File: config.mk
export PLATFORM = sky130hd
export DESIGN_NAME = rename_alloc_ctrl_flat
export DESIGN_NICKNAME = d
export VERILOG_FILES = /design/src/rtl/rename_alloc_ctrl_if.sv /design/src/rtl/rename_alloc_ctrl.sv /design/src/flat_wrapper.sv
export SDC_FILE = /design/constraint.sdc
export NUM_CORES = 1
export LEC_CHECK = 0
export CORE_ASPECT_RATIO = 2
export CORE_MARGIN = 10
export CORE_UTILIZATION = 44
export DETAILED_ROUTE_END_ITERATION = 10
export PLACE_DENSITY = 0.88
export SETUP_SLACK_MARGIN = 0.5
export SLEW_MARGIN = 20
export SYNTH_ARGS = -nofsm -noshare
export SYNTH_HDL_FRONTEND = slang
export SYNTH_SLANG_ARGS = --single-unit
File: constraint.sdc
create_clock -name clock -period 5 [get_ports clock]
set_input_delay 1.5 -clock clock [delete_from_list [all_inputs] [get_ports clock]]
set_output_delay 1.5 -clock clock [all_outputs]
set_load 0.01 [all_outputs]
File: src/rtl/rename_alloc_ctrl_if.sv
// Dispatch/free-list bundle seen by the rename allocation controller.
// The master side drives dispatch and free-list state; the slave side returns grants.
interface rename_alloc_ctrl_if #(
  parameter int WAYS = 4,
  parameter int PRF  = 64
);
  localparam int IW = $clog2(PRF);

  logic                     except;
  logic [WAYS-1:0]          dispatch_valid;
  logic [WAYS-1:0]          dispatch_has_dest;
  logic                     downstream_ready;
  logic [WAYS-1:0]          fl_valid;
  logic [WAYS-1:0][IW-1:0]  fl_idx;
  logic [WAYS-1:0]          needed;
  logic [WAYS-1:0]          grant;
  logic [WAYS-1:0][IW-1:0]  dest_prf;
  logic                     stall;
  logic                     starve;
  logic [31:0]              alloc_total;

  modport master (
    output except, dispatch_valid, dispatch_has_dest,
    output downstream_ready, fl_valid, fl_idx,
    input  needed, grant, dest_prf, stall, starve, alloc_total
  );

  modport slave (
    input  except, dispatch_valid, dispatch_has_dest,
    input  downstream_ready, fl_valid, fl_idx,
    output needed, grant, dest_prf, stall, starve, alloc_total
  );
endinterface

File: src/rtl/rename_alloc_ctrl.sv
// Grants an in-order prefix of dispatch ways and maps dest ways to free-list slots.
// Allocation is blocked while free-list outputs are stale (after consumption or flush).
module rename_alloc_ctrl #(
  parameter int WAYS           = 4,
  parameter int PRF            = 64,
  parameter int RECOVER_CYCLES = 1,
  parameter int STALL_LIMIT    = 8
) (
  input logic               clock,
  input logic               reset,
  rename_alloc_ctrl_if.slave io
);
  localparam int IW = $clog2(PRF);
  localparam int CW = $clog2(RECOVER_CYCLES + 1);

  typedef enum logic [1:0] {
    RUN      = 2'd0,
    COOLDOWN = 2'd1,
    RECOVER  = 2'd2
  } state_e;

  state_e                  state_q;
  logic [CW-1:0]           cnt_q;
  logic [7:0]              stall_cnt_q;
  logic [31:0]             total_q;

  logic [WAYS-1:0]         grant_d;
  logic [WAYS-1:0]         needed_d;
  logic [WAYS-1:0][IW-1:0] dest_d;

  always_comb begin : alloc
    logic            ok;
    logic [WAYS-1:0] avail;
    logic [WAYS-1:0] pick;
    ok       = (state_q == RUN) && io.downstream_ready && !io.except;
    avail    = io.fl_valid;
    pick     = '0;
    grant_d  = '0;
    needed_d = '0;
    dest_d   = '0;
    for (int i = 0; i < WAYS; i++) begin
      // lowest unused valid slot, isolated as a one-hot
      pick = avail & (~avail + WAYS'(1));
      if (ok && io.dispatch_valid[i] &&
          (!io.dispatch_has_dest[i] || (|avail))) begin
        grant_d[i] = 1'b1;
        if (io.dispatch_has_dest[i]) begin
          needed_d = needed_d | pick;
          avail    = avail & ~pick;
          for (int k = 0; k < WAYS; k++) begin
            if (pick[k]) dest_d[i] = io.fl_idx[k];
          end
        end
      end else begin
        ok = 1'b0;
      end
    end
  end

  always_ff @(posedge clock or negedge reset) begin
    if (!reset) begin
      state_q     <= RECOVER;
      cnt_q       <= CW'(RECOVER_CYCLES);
      stall_cnt_q <= '0;
      total_q     <= '0;
    end else begin
      total_q <= total_q + 32'($countones(needed_d));
      if (io.except) begin
        state_q     <= RECOVER;
        cnt_q       <= CW'(RECOVER_CYCLES);
        stall_cnt_q <= '0;
      end else begin
        unique case (state_q)
          RECOVER: begin
            cnt_q <= cnt_q - CW'(1);
            if (cnt_q == CW'(1)) state_q <= RUN;
          end
          RUN: begin
            if (|needed_d) state_q <= COOLDOWN;
          end
          COOLDOWN: state_q <= RUN;
          default:  state_q <= RECOVER;
        endcase
        if (io.dispatch_valid[0] && !grant_d[0]) begin
          if (stall_cnt_q != 8'hFF) stall_cnt_q <= stall_cnt_q + 8'd1;
        end else begin
          stall_cnt_q <= '0;
        end
      end
    end
  end

  assign io.grant       = grant_d;
  assign io.needed      = needed_d;
  assign io.dest_prf    = dest_d;
  assign io.stall       = |(io.dispatch_valid & ~grant_d);
  assign io.starve      = (stall_cnt_q >= 8'(STALL_LIMIT));
  assign io.alloc_total = total_q;
endmodule
File: src/flat_wrapper.sv
// flat-port wrapper written by rule: the top's interface ports become plain ports
module rename_alloc_ctrl_flat 
#(
  parameter int WAYS           = 4,
  parameter int PRF            = 64,
  parameter int RECOVER_CYCLES = 1,
  parameter int STALL_LIMIT    = 8
)
  (clock, reset, io_except, io_dispatch_valid, io_dispatch_has_dest, io_downstream_ready, io_fl_valid, io_fl_idx, io_needed, io_grant, io_dest_prf, io_stall, io_starve, io_alloc_total);
  rename_alloc_ctrl_if #(.WAYS(WAYS), .PRF(PRF)) io_i ();
  input logic clock;
  input logic reset;
  input wire logic [$bits(io_i.except)-1:0] io_except;
  input wire logic [$bits(io_i.dispatch_valid)-1:0] io_dispatch_valid;
  input wire logic [$bits(io_i.dispatch_has_dest)-1:0] io_dispatch_has_dest;
  input wire logic [$bits(io_i.downstream_ready)-1:0] io_downstream_ready;
  input wire logic [$bits(io_i.fl_valid)-1:0] io_fl_valid;
  input wire logic [$bits(io_i.fl_idx)-1:0] io_fl_idx;
  output wire logic [$bits(io_i.needed)-1:0] io_needed;
  output wire logic [$bits(io_i.grant)-1:0] io_grant;
  output wire logic [$bits(io_i.dest_prf)-1:0] io_dest_prf;
  output wire logic [$bits(io_i.stall)-1:0] io_stall;
  output wire logic [$bits(io_i.starve)-1:0] io_starve;
  output wire logic [$bits(io_i.alloc_total)-1:0] io_alloc_total;
  assign io_i.except = io_except;
  assign io_i.dispatch_valid = io_dispatch_valid;
  assign io_i.dispatch_has_dest = io_dispatch_has_dest;
  assign io_i.downstream_ready = io_downstream_ready;
  assign io_i.fl_valid = io_fl_valid;
  assign io_i.fl_idx = io_fl_idx;
  assign io_needed = io_i.needed;
  assign io_grant = io_i.grant;
  assign io_dest_prf = io_i.dest_prf;
  assign io_stall = io_i.stall;
  assign io_starve = io_i.starve;
  assign io_alloc_total = io_i.alloc_total;
  rename_alloc_ctrl #(.WAYS(WAYS), .PRF(PRF), .RECOVER_CYCLES(RECOVER_CYCLES), .STALL_LIMIT(STALL_LIMIT)) u_core (.clock(clock), .reset(reset), .io(io_i));
endmodule
==> results of run 1 <==
-- cells by family (layout without fill, tap and decap cells) --
kind of cell,count (synthesis),count (layout),share of synthesized area
AO/OA/AOI/OAI,139,139,0.2858
XOR/XNOR,35,35,0.08247
adder cells (fa/ha/maj),11,11,0.04308
buffers and inverters,38,279,0.04678
flip-flops,43,43,0.2901
multiplexers,2,2,0.006058
other,0,1,0
AND/OR/NAND/NOR,172,172,0.2457
-- flip-flops by register name, indices dropped and copies added (netlist names) --
signal	cells
u_core.io.alloc_total	32
u_core.stall_cnt_q	8
u_core.state_q	2
u_core.cnt_q	1
-- cells in the mapped netlist, drive strengths merged (8+ instances only) --
| cell type | count | area, um^2 |
|---|---|---|
| nand4 | 9 | 56.30 |
| a21oi | 26 | 130.1 |
| o21ai | 23 | 118.9 |
| a211oi | 11 | 92.58 |
| xnor2 | 27 | 236.5 |
| clkbuf | 9 | 35.03 |
| dfrtp | 41 | 1026 |
| nand3 | 29 | 150.1 |
| a31oi | 8 | 50.05 |
| nor2 | 44 | 180.2 |
| buf | 13 | 78.82 |
| ha | 8 | 100.1 |
| and3 | 12 | 75.07 |
| o211ai | 8 | 78.82 |
| inv | 15 | 56.30 |
| a222oi | 8 | 80.08 |
| nor3 | 9 | 56.31 |
| nand2 | 39 | 146.4 |
| xor2 | 8 | 70.07 |
-- cell type report --
| cell class | instances | area share |
|---|---|---|
| diodes | 1 | 0.0003658 |
| clock buffers | 6 | 0.01884 |
| clock inverters | 2 | 0.001829 |
| inverters | 16 | 0.009146 |
| multi-input cells | 359 | 0.4566 |
| flip-flops and latches | 43 | 0.1577 |
| well taps | 98 | 0.01793 |
| repair buffers | 255 | 0.3377 |
-- power by group through the flow --
stage | combinational, mW | clock [mW] | sequential [mW]
2_1_floorplan | 0.114 | 0 | 0.401
3_3_place_gp | 0.277 | 0 | 0.396
3_5_place_dp | 0.281 | 0 | 0.398
4_1_cts | 0.324 | 0.315 | 0.393
5_1_grt | 0.376 | 0.332 | 0.399
6_report | 0.358 | 0.319 | 0.397
-- routing by layer --
metal / part of all wire / up-vias
met4: 0.097 / 0
met2: 0.52 / 445
met1: 0.30 / 2474
li1: - / 2146
met5: 0 / -
met3: 0.080 / 184
-- layout by cell type (no fill, tap or decap), types with 8 or more instances in the layout --
cell type | netlist | final
nand3_2 | 1 | 8
nand4_1 | 9 | 9
nor2_1 | 42 | 32
and3_1 | 12 | 10
xnor2_1 | 27 | 20
inv_1 | 14 | 11
buf_4 | 0 | 101
nand2_1 | 39 | 26
o21ai_0 | 21 | 12
dfrtp_1 | 41 | 41
buf_6 | 3 | 50
nand3_1 | 28 | 20
a222oi_1 | 8 | 8
buf_2 | 6 | 30
a21oi_1 | 26 | 23
clkdlybuf4s50_1 | 0 | 61
-- worst max-delay path: cells and delay by family --
kind / cells / cell delay [ps]
AOI/OAI and AO/OA: 4 / 770
and+or+nand+nor: 3 / 800
buffers and inverters: 7 / 1050
-- through the flow --
step	util	cells
6_report	0.8250	780
5_1_grt	0.8247	779
4_1_cts	0.7909	761
3_5_place_dp	0.6736	709
3_3_place_gp	0.6736	709
2_1_floorplan	-	440
-- worst min-delay path by stage --
stage               cells past startpoint                           startpoint  slack, ps                                  end
global route                            1  u_core.io.alloc_total[31]$_DFF_PN0_        500  u_core.io.alloc_total[31]$_DFF_PN0_
detailed placement                      1  u_core.io.alloc_total[31]$_DFF_PN0_        460  u_core.io.alloc_total[31]$_DFF_PN0_
global placement                        1  u_core.io.alloc_total[31]$_DFF_PN0_        460  u_core.io.alloc_total[31]$_DFF_PN0_
finish                                  1  u_core.io.alloc_total[14]$_DFF_PN0_        490  u_core.io.alloc_total[14]$_DFF_PN0_
floorplan                               1    u_core.stall_cnt_q[6]$_DFFE_PN0P_        480    u_core.stall_cnt_q[6]$_DFFE_PN0P_
CTS                                     1  u_core.io.alloc_total[31]$_DFF_PN0_        470  u_core.io.alloc_total[31]$_DFF_PN0_
-- repair_timing --
action / 4_1_cts / 5_1_grt
setup endpoints to repair: 66 / 65
pin swaps: 69 / 29
buffers inserted: 42 / 18
gates cloned: 2 / 0
gates resized for setup: 305 / 33
==> results.yml, run 1 <==
status:
  violations: "negative setup slack"
  outcome: "finished with violations"
timing:
  setup_tns_ps: -22720
  setup_violations: 55
  max-slew-margin-rel: 0.3654
  finClkSkew_ps: 3.382
  setup_ws_ps: -623.9
  whs_ps: 493.0
  finalCritPeriodShare: 1.125
  period_needed_ps: 5624
  drv_slew: 0
  fmax_ghz: 0.1778
  rsz0062_at_grt: "true"
  tightest_slew_ps: 951.9
  hold_viol: 0
logic_synthesis:
  avgSynthCellArea_um2: 8.448
  syn_nets: 491
  yosys_warnings: 0
  yosysSeqAreaShare: 0.2901
  synth_cells: 440
  synth_edf_count: 0
  ys_types: 70
  syn_area_mm2: 0.003717
  async_flop_share: 1.000
  ys.flop_type: "dfrtp_1"
  ys_ff_latch: 43
setup_path:
  arrival_ps: 4120
  cp_max_fo: 6
  rr_endpoint: "u_core.io.alloc_total[11]$_DFF_PN0_"
  rr_startpoint: "u_core.state_q[0]$_DFFE_PN0P_"
  crit_path_start_kind: "input pin"
  path_cells: "buf_8, nor4b_4, buf_4, o211ai_4, buf_12, buf_12, nor2_4, or4b_4, a211oi_4, o21ai_4, buf_4, buf_6, a311oi_2, buf_2"
  worst-setup-path-type: "in2out"
  crit_required_ps: 3500
  crit_end: "io_dest_prf[22]"
  rr_worst_depth: 23
  critPathSlowestCell: "or4b_4"
  r2r_slack_ps: 170
  max_stage_delay_ps: 500
  critical_path.startpoint: "io_except"
  cp-end-kind: "primary output"
global_routing:
  grt_max_degree: 44
  grt-ovfl-total: 0
  grt_pass1_wl_um: 31730
  track_usage: 0.3192
  grt_pass1_vias: 5369
  grt_use_met2: 0.5806
  met3_usage: 0.08002
  grt.busiest_layer: "met2"
  antenna_found_initial: 0
  gr-usage-met1: 0.2933
pwr:
  p_comb_frac: 0.333
  p_clk_frac: 0.297
  power_density_mw_per_mm2: 157.1
  vdd_drop_max_uv: 285.2
  p_switching_mw: 0.3535
  power_mw: 1.074
  p_seq_frac: 0.370
  power.internal_mw: 0.7209
  leakage_nw: 3.054
  swShare: 0.3290
detailed_routing:
  wl_um: 21740
  drtIter0Drc: 485
  wire_per_inst_um: 27.87
  firstDrtPassIters: 8
  post-route-drc-count: 0
  vias: 5249
  ant_nets: 0
  viasPerCell: 6.729
clocking:
  numCtsBuffers: 5
  htreeDepth: 2
  cts_buffer_depth: 2
  clk_latency_ps: 290
  cts_root_buf: "clkbuf_16"
  cts.clk_slew.worst_paths_ps: 60
  clock_sinks: 43
  holdBufCountCts: 0
  cts_tree: "yes"
min_path:
  hold_class: "reg2reg"
placed_design:
  pre_cts_ws_ps: -1144
  postPlaceCellArea_mm2: 0.005585
  dpl.hpwl_um: 12800
  gp_congestion: 1.021
  io_buffers: 105
layout:
  multiInputGateArea_mm2: 0.003123
  num-fill-cells: 450
  area_growth_pct: 84.01
  drive_gt1_frac: 0.4626
  layout.nets: 731
  regArea_mm2: 0.001079
  final_area_mm2: 0.006840
floorplan:
  start_util: 0.4483
  core_area_mm2: 0.008292
  io_pins: 106
  die-area_mm2: 0.01275
  rows: 47
  die_w_um: 85.00
  die_y_um: 150.0
flow_run:
  cap_violations: 0
(Power assumes the default switching activity.)
==> inputs of run 2 (changes only) <==
--- a/config.mk
+++ b/config.mk
@@ -9,7 +9,9 @@
 export CORE_MARGIN = 10
 export CORE_UTILIZATION = 44
 export DETAILED_ROUTE_END_ITERATION = 10
-export PLACE_DENSITY = 0.88
+export HOLD_SLACK_MARGIN = 0.03
+export PLACE_DENSITY = 0.78
+export REMOVE_ABC_BUFFERS = 1
 export SETUP_SLACK_MARGIN = 0.5
 export SLEW_MARGIN = 20
 export SYNTH_ARGS = -nofsm -noshare
==> run 2 against run 1 <==
The flow finishes with violations (design-rule violations, negative setup slack). Die area stayed put. Cell area is 4.8% lower. Sequential power hardly changed. Hold slack better by 2.0 ps. Worst setup slack worse by 29 ps. Critical path depth is 9 higher. Sequential cell count stayed put. Non-clock buffer count is 20 lower. Final cell count is 2.7% lower. Core utilization is 3.9 points lower.
==> results.yml, run 2 (synthesis gave the netlist of run 1 again) <==
floorplan:
  start_util: 0.4483
  die_y_um: 150.0
  rows: 47
  io_pins: 106
  die_w_um: 85.00
  core_area_mm2: 0.008292
  die-area_mm2: 0.01275
clocking:
  clk_latency_ps: 290
  clock_sinks: 43
  cts_root_buf: "clkbuf_16"
  holdBufCountCts: 0
  cts_tree: "yes"
  htreeDepth: 2
  numCtsBuffers: 5
  cts.clk_slew.worst_paths_ps: 60
  cts_buffer_depth: 2
global_routing:
  grt-ovfl-total: 0
  antenna_found_initial: 0
  grt_pass1_wl_um: 27490
  grt_pass1_vias: 5075
  grt_max_degree: 44
  track_usage: 0.2704
timing:
  tightest_slew_ps: 946.7
  setup_ws_ps: -653.2
  period_needed_ps: 5653
  finClkSkew_ps: 6.154
  fmax_ghz: 0.1769
  rsz0062_at_grt: "true"
  setup_violations: 49
  finalCritPeriodShare: 1.131
  max-slew-margin-rel: 0.3688
  hold_viol: 0
  drv_slew: 0
setup_path:
  cp_max_fo: 4
  cpMostUsedCell: "buf_4"
  critPathSlowestCell: "fa_1"
  crit_required_ps: 5180
  worst-setup-path-type: "in2reg"
  arrival_ps: 5840
  max_stage_delay_ps: 470
  cp-end-kind: "flip-flop"
  path_cells: "buf_8, nor4b_4, buf_4, nand3b_1, a22oi_2, buf_4, nand4_1, a31oi_2, o21bai_4, buf_4, ha_1, inv_2, fa_1, inv_2, ha_4, buf_4, a21o_1, nand2_1, nor2_2, nand2_2, nor3_4, nand3_1, xnor2_1"
  crit_path_start_kind: "input pin"
detailed_routing:
  post-route-drc-count: 1
  firstDrtPassIters: 10
  wl_um: 19440
  viasPerCell: 6.523
  vias: 4951
  wire_per_inst_um: 25.61
  drtIter0Drc: 414
  ant_nets: 0
status:
  outcome: "finished with violations"
  violations: "design-rule violations, negative setup slack"
layout:
  layout_common_cells: "buf_4 (91), clkdlybuf4s50_1 (61), buf_6 (44), dfrtp_1 (41), nor2_1 (32)"
  layout.nets: 711
  largest_register_ffs: 32
  fin_util: 0.7856
  antenna_cells: 0
  drive_gt1_frac: 0.4357
  final_common_cell: "buf_4"
  final_area_mm2: 0.006514
  area_growth_pct: 75.23
placed_design:
  io_buffers: 105
  postPlaceCellArea_mm2: 0.005415
  dpl.hpwl_um: 12710
  gp_congestion: 1.009
min_path:
  hold_class: "reg2reg"
flow_run:
  cap_violations: 0
pwr:
  leakage_nw: 2.830
  power_density_mw_per_mm2: 162.2
  vdd_drop_max_uv: 301.7
-- run 2: per-stage QoR --
stage	setup TNS, ps	total power [mW]	setup slack, ps	std cells	hold slack [ps]
after global routing	-23990	1.086	-787.8	759	515.5
after global placement	-65620	0.6664	-1548	705	468.1
final	-19330	1.057	-653.2	759	495.1
after CTS	-12530	1.023	-399.2	746	487.8
after detailed placement	-67150	0.6732	-1570	705	473.5
after floorplan	-30950	0.4954	-1162	418	484.0
-- run 2: worst max-delay path: cells and delay by family --
family | cells | cell delay, ps
xor+xnor | 1 | 260
compound gates | 4 | 1060
buf+inv | 7 | 850
fa+ha+maj | 3 | 770
simple gates | 8 | 1380
-- run 2: final cells by class --
type                       instances  area, um^2
timing repair buffer             235        2063
clock inverter                     3       20.02
clock buffer                       5       125.1
sequential                        43        1079
multi-input combinational        359        3044
inverter                          16       60.06
tap                               98       122.6
fill                             505        1778
-- run 2: worst paths after layout --
kind	slack, ps	from	depth (start not counted)	to
setup / recovery	-650	io_except	23	u_core.io.alloc_total[28]$_DFF_PN0_
hold / removal	500	u_core.io.alloc_total[12]$_DFF_PN0_	1	u_core.io.alloc_total[12]$_DFF_PN0_
setup reg to reg	140	u_core.state_q[0]$_DFFE_PN0P_	22	u_core.io.alloc_total[28]$_DFF_PN0_
hold reg to reg	500	u_core.io.alloc_total[12]$_DFF_PN0_	1	u_core.io.alloc_total[12]$_DFF_PN0_
max in group asynchronous	3060	reset	1	u_core.io.alloc_total[16]$_DFF_PN0_
min in group asynchronous	1360	reset	1	u_core.io.alloc_total[28]$_DFF_PN0_
-- run 2: routing by layer --
metal,share of wire,vias to the layer above,global-route usage
met1,0.30,2386,0.2305
met3,0.075,123,0.05934
met4,0.098,0,0.2384
met5,0,-,0
met2,0.53,340,0.5015
li1,-,2102,-
-- run 2: what timing repair did --
| action | in CTS | in global routing |
|---|---|---|
| pin swaps | 71 | 48 |
| setup buffers | 33 | 13 |
| resized for setup | 275 | 65 |
| gates cloned | 0 | 0 |
| setup endpoints to repair | 66 | 64 |
-- run 2: where the power goes --
| group | total (mW) | switching (mW) | internal [mW] |
|---|---|---|---|
| logic | 0.336 | 0.179 | 0.157 |
| registers | 0.394 | 0.0254 | 0.369 |
| clock network | 0.327 | 0.143 | 0.184 |
